[config.mk]
export PLATFORM = sky130hd
export DESIGN_NAME = fft_radix2_iter
export DESIGN_NICKNAME = d
export VERILOG_FILES = /design/src/rtl/fft_pkg.sv /design/src/rtl/fft_twiddle_rom.sv /design/src/rtl/fft_radix2_iter.sv
export SDC_FILE = /design/constraint.sdc
export NUM_CORES = 2
export LEC_CHECK = 0
export ABC_AREA = 1
export CAP_MARGIN = 20
export CELL_PAD_IN_SITES_DETAIL_PLACEMENT = 1
export CELL_PAD_IN_SITES_GLOBAL_PLACEMENT = 1
export CORE_UTILIZATION = 55
export CTS_BUF_LIST = sky130_fd_sc_hd__clkbuf_2
export CTS_CLUSTER_SIZE = 24
export DETAILED_ROUTE_END_ITERATION = 6
export DONT_BUFFER_PORTS = 1
export PLACE_DENSITY_LB_ADDON = 0.1
export SLEW_MARGIN = 10
export SYNTH_ARGS = -nofsm -noshare
export SYNTH_HDL_FRONTEND = slang
export SYNTH_SLANG_ARGS = --single-unit
[constraint.sdc]
create_clock -name clk -period 27 [get_ports clk]
set_input_delay 6.75 -clock clk [delete_from_list [all_inputs] [get_ports clk]]
set_output_delay 6.75 -clock clk [all_outputs]
set_load 0.005 [all_outputs]
[src/rtl/fft_pkg.sv]
// Shared types and helpers for the iterative radix-2 FFT core: FSM encoding,
// default fixed-point widths, index bit reversal and output saturation.
package fft_pkg;

  typedef enum logic [1:0] {
    IDLE    = 2'd0,
    LOAD    = 2'd1,
    COMPUTE = 2'd2,
    OUTPUT  = 2'd3
  } state_t;

  localparam int Q_IN_DEF   = 15;
  localparam int Q_DATA_DEF = 15;
  localparam int Q_OUT_DEF  = 15;

  // Largest supported transform is 512 points.
  localparam int MAX_LOG2N = 9;

  function automatic logic [MAX_LOG2N-1:0] bit_rev(input logic [MAX_LOG2N-1:0] v,
                                                    input int bits);
    logic [MAX_LOG2N-1:0] r;
    r = '0;
    for (int i = 0; i < MAX_LOG2N; i++) begin
      if (i < bits) r[bits-1-i] = v[i];
    end
    return r;
  endfunction

  // Clamp a signed value to the range of a (q+1)-bit two's-complement word.
  function automatic logic signed [31:0] sat_q(input logic signed [31:0] v, input int q);
    logic signed [31:0] hi;
    logic signed [31:0] lo;
    hi = (32'sd1 <<< q) - 32'sd1;
    lo = -(32'sd1 <<< q);
    if (v > hi) return hi;
    if (v < lo) return lo;
    return v;
  endfunction

endpackage

[src/rtl/fft_twiddle_rom.sv]
// Twiddle table W_k = exp(-j*2*pi*k/N), k = 0..N/2-1, built at elaboration with
// +1.0 coded as 2^Q_DATA-1; registered read with one cycle of latency.
module fft_twiddle_rom #(
  parameter int N      = 8,
  parameter int Q_DATA = 15,
  localparam int KW    = $clog2(N) - 1
) (
  input  logic          clk,
  input  logic [KW-1:0] k,
  output logic [Q_DATA:0] w_re,
  output logic [Q_DATA:0] w_im
);

  localparam real PI   = 3.14159265358979323846;
  localparam real FULL = 2.0 ** Q_DATA - 1.0;

  logic [Q_DATA:0] tab_re [N/2];
  logic [Q_DATA:0] tab_im [N/2];

  for (genvar i = 0; i < N/2; i++) begin : g_tab
    localparam real C  = FULL * $cos(2.0 * PI * i / N);
    localparam real S  = -FULL * $sin(2.0 * PI * i / N);
    localparam int  CI = (C >= 0.0) ? $rtoi(C + 0.5) : -$rtoi(0.5 - C);
    localparam int  SI = (S >= 0.0) ? $rtoi(S + 0.5) : -$rtoi(0.5 - S);
    assign tab_re[i] = (Q_DATA+1)'(CI);
    assign tab_im[i] = (Q_DATA+1)'(SI);
  end

  // NOTE: pure storage/read registers carry no reset; their contents are
  // always rewritten before use, and omitting it lets them map onto RAM/ROM.
  always_ff @(posedge clk) begin
    w_re <= tab_re[k];
    w_im <= tab_im[k];
  end

endmodule

[src/rtl/fft_radix2_iter.sv]
// Iterative N-point radix-2 DIT FFT: serial real load in bit-reversed order,
// LOG2N in-place passes through one 2-cycle butterfly, natural-order output.
module fft_radix2_iter
  import fft_pkg::*;
#(
  parameter int N      = 8,
  parameter int LOG2N  = 3,
  parameter int Q_IN   = Q_IN_DEF,
  parameter int Q_DATA = Q_DATA_DEF,
  parameter int Q_OUT  = Q_OUT_DEF,
  parameter int SCALE  = 0
) (
  input  logic             clk,
  input  logic             reset,
  input  logic             valid_in,
  input  logic [Q_IN:0]    data_in,
  output logic             ready_in,
  output logic             valid_out,
  input  logic             ready_out,
  output logic [LOG2N-1:0] addr_out,
  output logic [Q_OUT:0]   data_out_real,
  output logic [Q_OUT:0]   data_out_imag,
  output logic             last_out
);

  localparam int PW = Q_OUT + Q_DATA + 3;
  localparam int GW = Q_OUT + 3;
  localparam logic signed [PW-1:0] RND       = PW'(2 ** (Q_DATA - 1));
  localparam logic [LOG2N-1:0]     CNT_LAST  = '1;
  localparam logic [LOG2N-2:0]     J_LAST    = '1;
  localparam logic [3:0]           PASS_LAST = 4'(LOG2N - 1);

  state_t state, state_next;

  logic [LOG2N-1:0] cnt;
  logic [3:0]       pass;
  logic [LOG2N-2:0] bf_j;
  logic             phase;

  logic signed [Q_OUT:0] mem_re [N];
  logic signed [Q_OUT:0] mem_im [N];

  logic signed [Q_OUT:0]  a_re, a_im, b_re, b_im;
  logic signed [Q_DATA:0] w_re, w_im;

  logic             accept_in, out_fire, bf_we;
  logic [LOG2N-1:0] load_addr, next_addr;
  logic [LOG2N-1:0] j_ext, half, mask, addr_a, addr_b;
  logic [LOG2N-2:0] tw_k;

  logic signed [PW-1:0]  p_rr, p_ii, p_ri, p_ir;
  logic signed [GW-1:0]  t_re, t_im, s0_re, s0_im, s1_re, s1_im;
  logic signed [Q_OUT:0] y0_re, y0_im, y1_re, y1_im;

  assign ready_in  = (state == IDLE) || (state == LOAD);
  assign accept_in = valid_in && ready_in;
  assign out_fire  = valid_out && ready_out;
  assign bf_we     = (state == COMPUTE) && phase;
  assign load_addr = LOG2N'(bit_rev(MAX_LOG2N'(cnt), LOG2N));
  assign next_addr = addr_out + LOG2N'(1);

  // Butterfly addressing: pairs are 2^pass apart; counters hold still across
  // the read and write cycles, so these addresses serve both.
  always_comb begin
    j_ext  = {1'b0, bf_j};
    half   = LOG2N'(1) << pass;
    mask   = half - LOG2N'(1);
    addr_a = ((j_ext >> pass) << (pass + 4'd1)) | (j_ext & mask);
    addr_b = addr_a | half;
    tw_k   = (bf_j & mask[LOG2N-2:0]) << (LOG2N - 1 - int'(pass));
  end

  fft_twiddle_rom #(.N(N), .Q_DATA(Q_DATA)) u_twiddle_rom (
    .clk (clk),
    .k   (tw_k),
    .w_re(w_re),
    .w_im(w_im)
  );

  always_comb begin
    p_rr  = PW'(b_re) * PW'(w_re);
    p_ii  = PW'(b_im) * PW'(w_im);
    p_ri  = PW'(b_re) * PW'(w_im);
    p_ir  = PW'(b_im) * PW'(w_re);
    t_re  = GW'(((p_rr + RND) >>> Q_DATA) - ((p_ii + RND) >>> Q_DATA));
    t_im  = GW'(((p_ri + RND) >>> Q_DATA) + ((p_ir + RND) >>> Q_DATA));
    s0_re = GW'(a_re) + t_re;
    s0_im = GW'(a_im) + t_im;
    s1_re = GW'(a_re) - t_re;
    s1_im = GW'(a_im) - t_im;
    if (SCALE != 0) begin
      s0_re = s0_re >>> 1;
      s0_im = s0_im >>> 1;
      s1_re = s1_re >>> 1;
      s1_im = s1_im >>> 1;
    end
    y0_re = (Q_OUT+1)'(sat_q(32'(s0_re), Q_OUT));
    y0_im = (Q_OUT+1)'(sat_q(32'(s0_im), Q_OUT));
    y1_re = (Q_OUT+1)'(sat_q(32'(s1_re), Q_OUT));
    y1_im = (Q_OUT+1)'(sat_q(32'(s1_im), Q_OUT));
  end

  always_ff @(posedge clk or posedge reset) begin
    if (reset) state <= IDLE;
    else       state <= state_next;
  end

  // NOTE: the default assignment first guarantees every path drives
  // state_next, so no latch is inferred.
  always_comb begin
    state_next = state;
    unique case (state)
      IDLE:    if (accept_in) state_next = LOAD;
      LOAD:    if (accept_in && cnt == CNT_LAST) state_next = COMPUTE;
      COMPUTE: if (phase && bf_j == J_LAST && pass == PASS_LAST) state_next = OUTPUT;
      OUTPUT:  if (out_fire && addr_out == CNT_LAST) state_next = IDLE;
      default: state_next = IDLE;
    endcase
  end

  // NOTE: non-blocking assignments so every register samples pre-edge values,
  // independent of statement order.
  always_ff @(posedge clk or posedge reset) begin
    if (reset) begin
      cnt           <= '0;
      pass          <= '0;
      bf_j          <= '0;
      phase         <= 1'b0;
      a_re          <= '0;
      a_im          <= '0;
      b_re          <= '0;
      b_im          <= '0;
      valid_out     <= 1'b0;
      addr_out      <= '0;
      data_out_real <= '0;
      data_out_imag <= '0;
      last_out      <= 1'b0;
    end else begin
      unique case (state)
        IDLE, LOAD: if (accept_in) cnt <= cnt + LOG2N'(1);
        COMPUTE: begin
          phase <= ~phase;
          if (!phase) begin
            a_re <= mem_re[addr_a];
            a_im <= mem_im[addr_a];
            b_re <= mem_re[addr_b];
            b_im <= mem_im[addr_b];
          end else begin
            bf_j <= bf_j + (LOG2N-1)'(1);
            if (bf_j == J_LAST) pass <= (pass == PASS_LAST) ? 4'd0 : pass + 4'd1;
          end
        end
        OUTPUT: begin
          // One idle cycle before bin 0 gives the fixed N*LOG2N+2 latency.
          if (!valid_out) begin
            phase <= ~phase;
            if (phase) begin
              valid_out     <= 1'b1;
              addr_out      <= '0;
              data_out_real <= mem_re[0];
              data_out_imag <= mem_im[0];
            end
          end else if (ready_out) begin
            if (addr_out == CNT_LAST) begin
              valid_out <= 1'b0;
              last_out  <= 1'b0;
              addr_out  <= '0;
            end else begin
              addr_out      <= next_addr;
              data_out_real <= mem_re[next_addr];
              data_out_imag <= mem_im[next_addr];
              last_out      <= (next_addr == CNT_LAST);
            end
          end
        end
        default: ;
      endcase
    end
  end

  always_ff @(posedge clk) begin
    if (accept_in) begin
      mem_re[load_addr] <= (Q_OUT+1)'($signed(data_in));
      mem_im[load_addr] <= '0;
    end else if (bf_we) begin
      mem_re[addr_a] <= y0_re;
      mem_im[addr_a] <= y0_im;
      mem_re[addr_b] <= y1_re;
      mem_im[addr_b] <= y1_im;
    end
  end

endmodule

==> impl_metrics.csv <==
group,metric,value,unit
setup_path,cp_max_fo,18,
synth,synth-edff-count,256,
placement,io_buffer_count,0,
synth,ys.warnings.count,0,
setup_path,worstSetupStartpointType,"flip-flop",
cells_and_area,most-common-layout-cells,"nand2_1 (1514), inv_1 (1475), fa_1 (732)",
setup_path,critPathMaxStageDelay,0.91,ns
timing,grt_setup_unrepaired,"no",
die,core,0.104,mm²
timing,period_share,0.456,
setup_path,crit_buf_inv,8,
global_routing,overflow,0,
min_path,min_path_type,"reg -> reg",
synth,yosysSeqAreaShare,0.184,
die,die-area,0.107,mm²
route,via_per_inst,6.14,
setup_path,crit_cells,51,
clock_network,htree_levels,3,
route,wl_per_cell,25.8,µm
global_routing,grt_pass1_vias,57623,
cells_and_area,area_growth,4.07,%
min_path,min-delay-start,"b_re[12]",
setup_path,required,27.94,ns
clock_network,max-clock-path-buffers,3,
setup_path,crit_path_top_delay_cell,"dfxtp_1",
synth,synth_area_per_cell,7.91,µm²
timing,finalHoldViolations,0,
clock_network,cts_setup_buffers,0,
clock_network,clock_sinks,377,
global_routing,grt_antenna_before_repair,8,
clock_network,cts_root_buf,"clkbuf_2",
setup_path,r2r_start,"u_twiddle_rom.w_re[14]",
setup_path,reg2reg_depth,51,
clock_network,clkTransAtPathRegs,0.12,ns
setup_path,worstPathArrival,13.26,ns
cells_and_area,nets,8536,
synth,syn_inst,7358,
synth,ys.flop_type,"edfxtp_1",
placement,gp_congestion,0.943,
setup_path,critical_path.top_delay_family,"simple AND/OR/NAND/NOR gates",
die,num_io_pins,58,
run,drv_cap,0,
placement,dp_hpwl,166,mm
synth,synth-seq-cells,377,
timing,drv_slew,0,
synth,syn_area,0.0582,mm²
cells_and_area,final_common_cell,"nand2_1",
setup_path,end_kind,"flip-flop",
clock_network,ctsResizeCount,0,
outcome,run_status,"finished, final reports clean",
route,drc,0,
timing,skew,0.214,ns
die,rows,118,
synth,synth.top_cell.area_share,0.252,
clock_network,hold_buffers,0,
global_routing,grt_pass1_wl,340,mm
synth,synth_top_cell_by_area,"fa_1",
global_routing,grt_max_degree,93,
global_routing,gr-usage-all-layers,0.422,
timing,tns,0,ns
timing,tightest_slew,1.29,ns
timing,setup_viol,0,
clock_network,tritoncts,"built",
route,wl,225,mm
route,num_vias,53516,
timing,maxSlewHeadroom,0.134,
setup_path,crit_start,"u_twiddle_rom.w_re[14]",
cells_and_area,drive_above_1_share,0.0605,
timing,period_needed,12.32,ns
route,ant_nets,0,
synth,async_reset_ff_frac,0.300,
route,dr.pass1.iters,6,
synth,synthTopCellsByArea,"fa_1 (25%), edfxtp_1 (13%), ha_1 (12%)",
route,first_iter_violations,4768,
setup_path,critPathMostFrequentCell,"nand2_1",
timing,fmax,81.2,MHz
clock_network,clk_latency,1.35,ns
die,fp.dieH,327,µm
die,die_w,327,µm
min_path,min_path_cells,1,
die,initial_core_util,0.558,
clock_network,cts_buffers,100,
setup_path,crit_type,"reg -> reg",
synth,yosysUniqueCellTypes,73,
per-stage QoR:
| step | hold slack, ns | cell area (µm²) | setup WS [ns] | instances | util |
|---|---|---|---|---|---|
| CTS | 0.526 | 60500 | 14.96 | 8717 | 0.581 |
| detailed placement | 0.502 | 59500 | 15.06 | 8527 | 0.571 |
| finish | 0.532 | 60500 | 14.68 | 8723 | 0.581 |
| global route | 0.539 | 60500 | 14.02 | 8719 | 0.581 |
| global placement | 0.494 | 59500 | 15.70 | 8526 | 0.571 |
| floorplan | 0.469 | 58200 | 16.24 | 7359 | - |
flip-flops by register name, summed over array words and instances, names as in the netlist:
name                cells
u_twiddle_rom.w_im      3
data_out_real          16
u_twiddle_rom.w_re      5
pass                    4
mem_re                128
bf_j                    2
state                   2
valid_out               1
phase                   1
a_im                   16
data_out_imag          16
last_out                1
mem_im                128
b_re                   16
b_im                   16
a_re                   16
addr_out                3
cnt                     3
synth_stat cells, drive strengths merged, types with 14 or more instances:
cell / number
o21bai: 34
ha: 535
o22ai: 59
edfxtp: 256
o21ai: 551
clkbuf: 227
xnor2: 59
nand3: 305
o221ai: 14
nor4: 15
a221o: 14
nand2: 1583
buf: 76
inv: 1505
fa: 732
nand4: 25
or2: 41
a21o: 25
xor2: 160
a31oi: 18
nor3: 27
o211ai: 48
dfrtp: 113
nor2: 338
a21oi: 501
path summary, 6_finish.rpt:
kind	slack (ns)	endpoint
min in group asynchronous	5.48	a_im[12]
max reg2reg	14.68	mem_re[0][7]
max	14.68	mem_re[0][7]
max in group asynchronous	20.04	b_re[9]
min reg2reg	0.53	b_re[12]
min	0.53	b_re[12]
cells by family (layout without fill, tap and decap cells):
kind of cell             Yosys count  in the layout  share of synthesized area
flip-flops                       377            377                      0.184
multiplexers                       1              1                   0.000194
AND/OR/NAND/NOR                 2338           2338                      0.168
AO/OA/AOI/OAI                   1341           1341                      0.128
XOR/XNOR                         220            220                     0.0335
buffers and inverters           1813           1791                      0.119
other                              1              8                  0.0000645
adder cells (fa/ha/maj)         1267           1267                      0.367
per-layer routing:
layer / vias to the layer above / routed length, µm / GRT usage
li1: 23058 / - / -
met1: 26538 / 82900 / 0.514
met2: 2916 / 104000 / 0.688
met3: 1002 / 22000 / 0.0847
met4: 2 / 17000 / 0.264
met5: - / 11 / 0
cell type report:
type | count | area, µm²
Timing Repair Buffer | 91 | 681
Antenna cell | 6 | 15.0
Fill cell | 13074 | 43700
Multi-Input combinational cell | 5169 | 40800
Clock inverter | 42 | 253
Sequential cell | 377 | 10700
Clock buffer | 148 | 741
Inverter | 1510 | 5680
Tap cell | 1380 | 1730
Power is not shown: default switching activity piles up to over one toggle a cycle in this logic, so the estimate is an artifact.
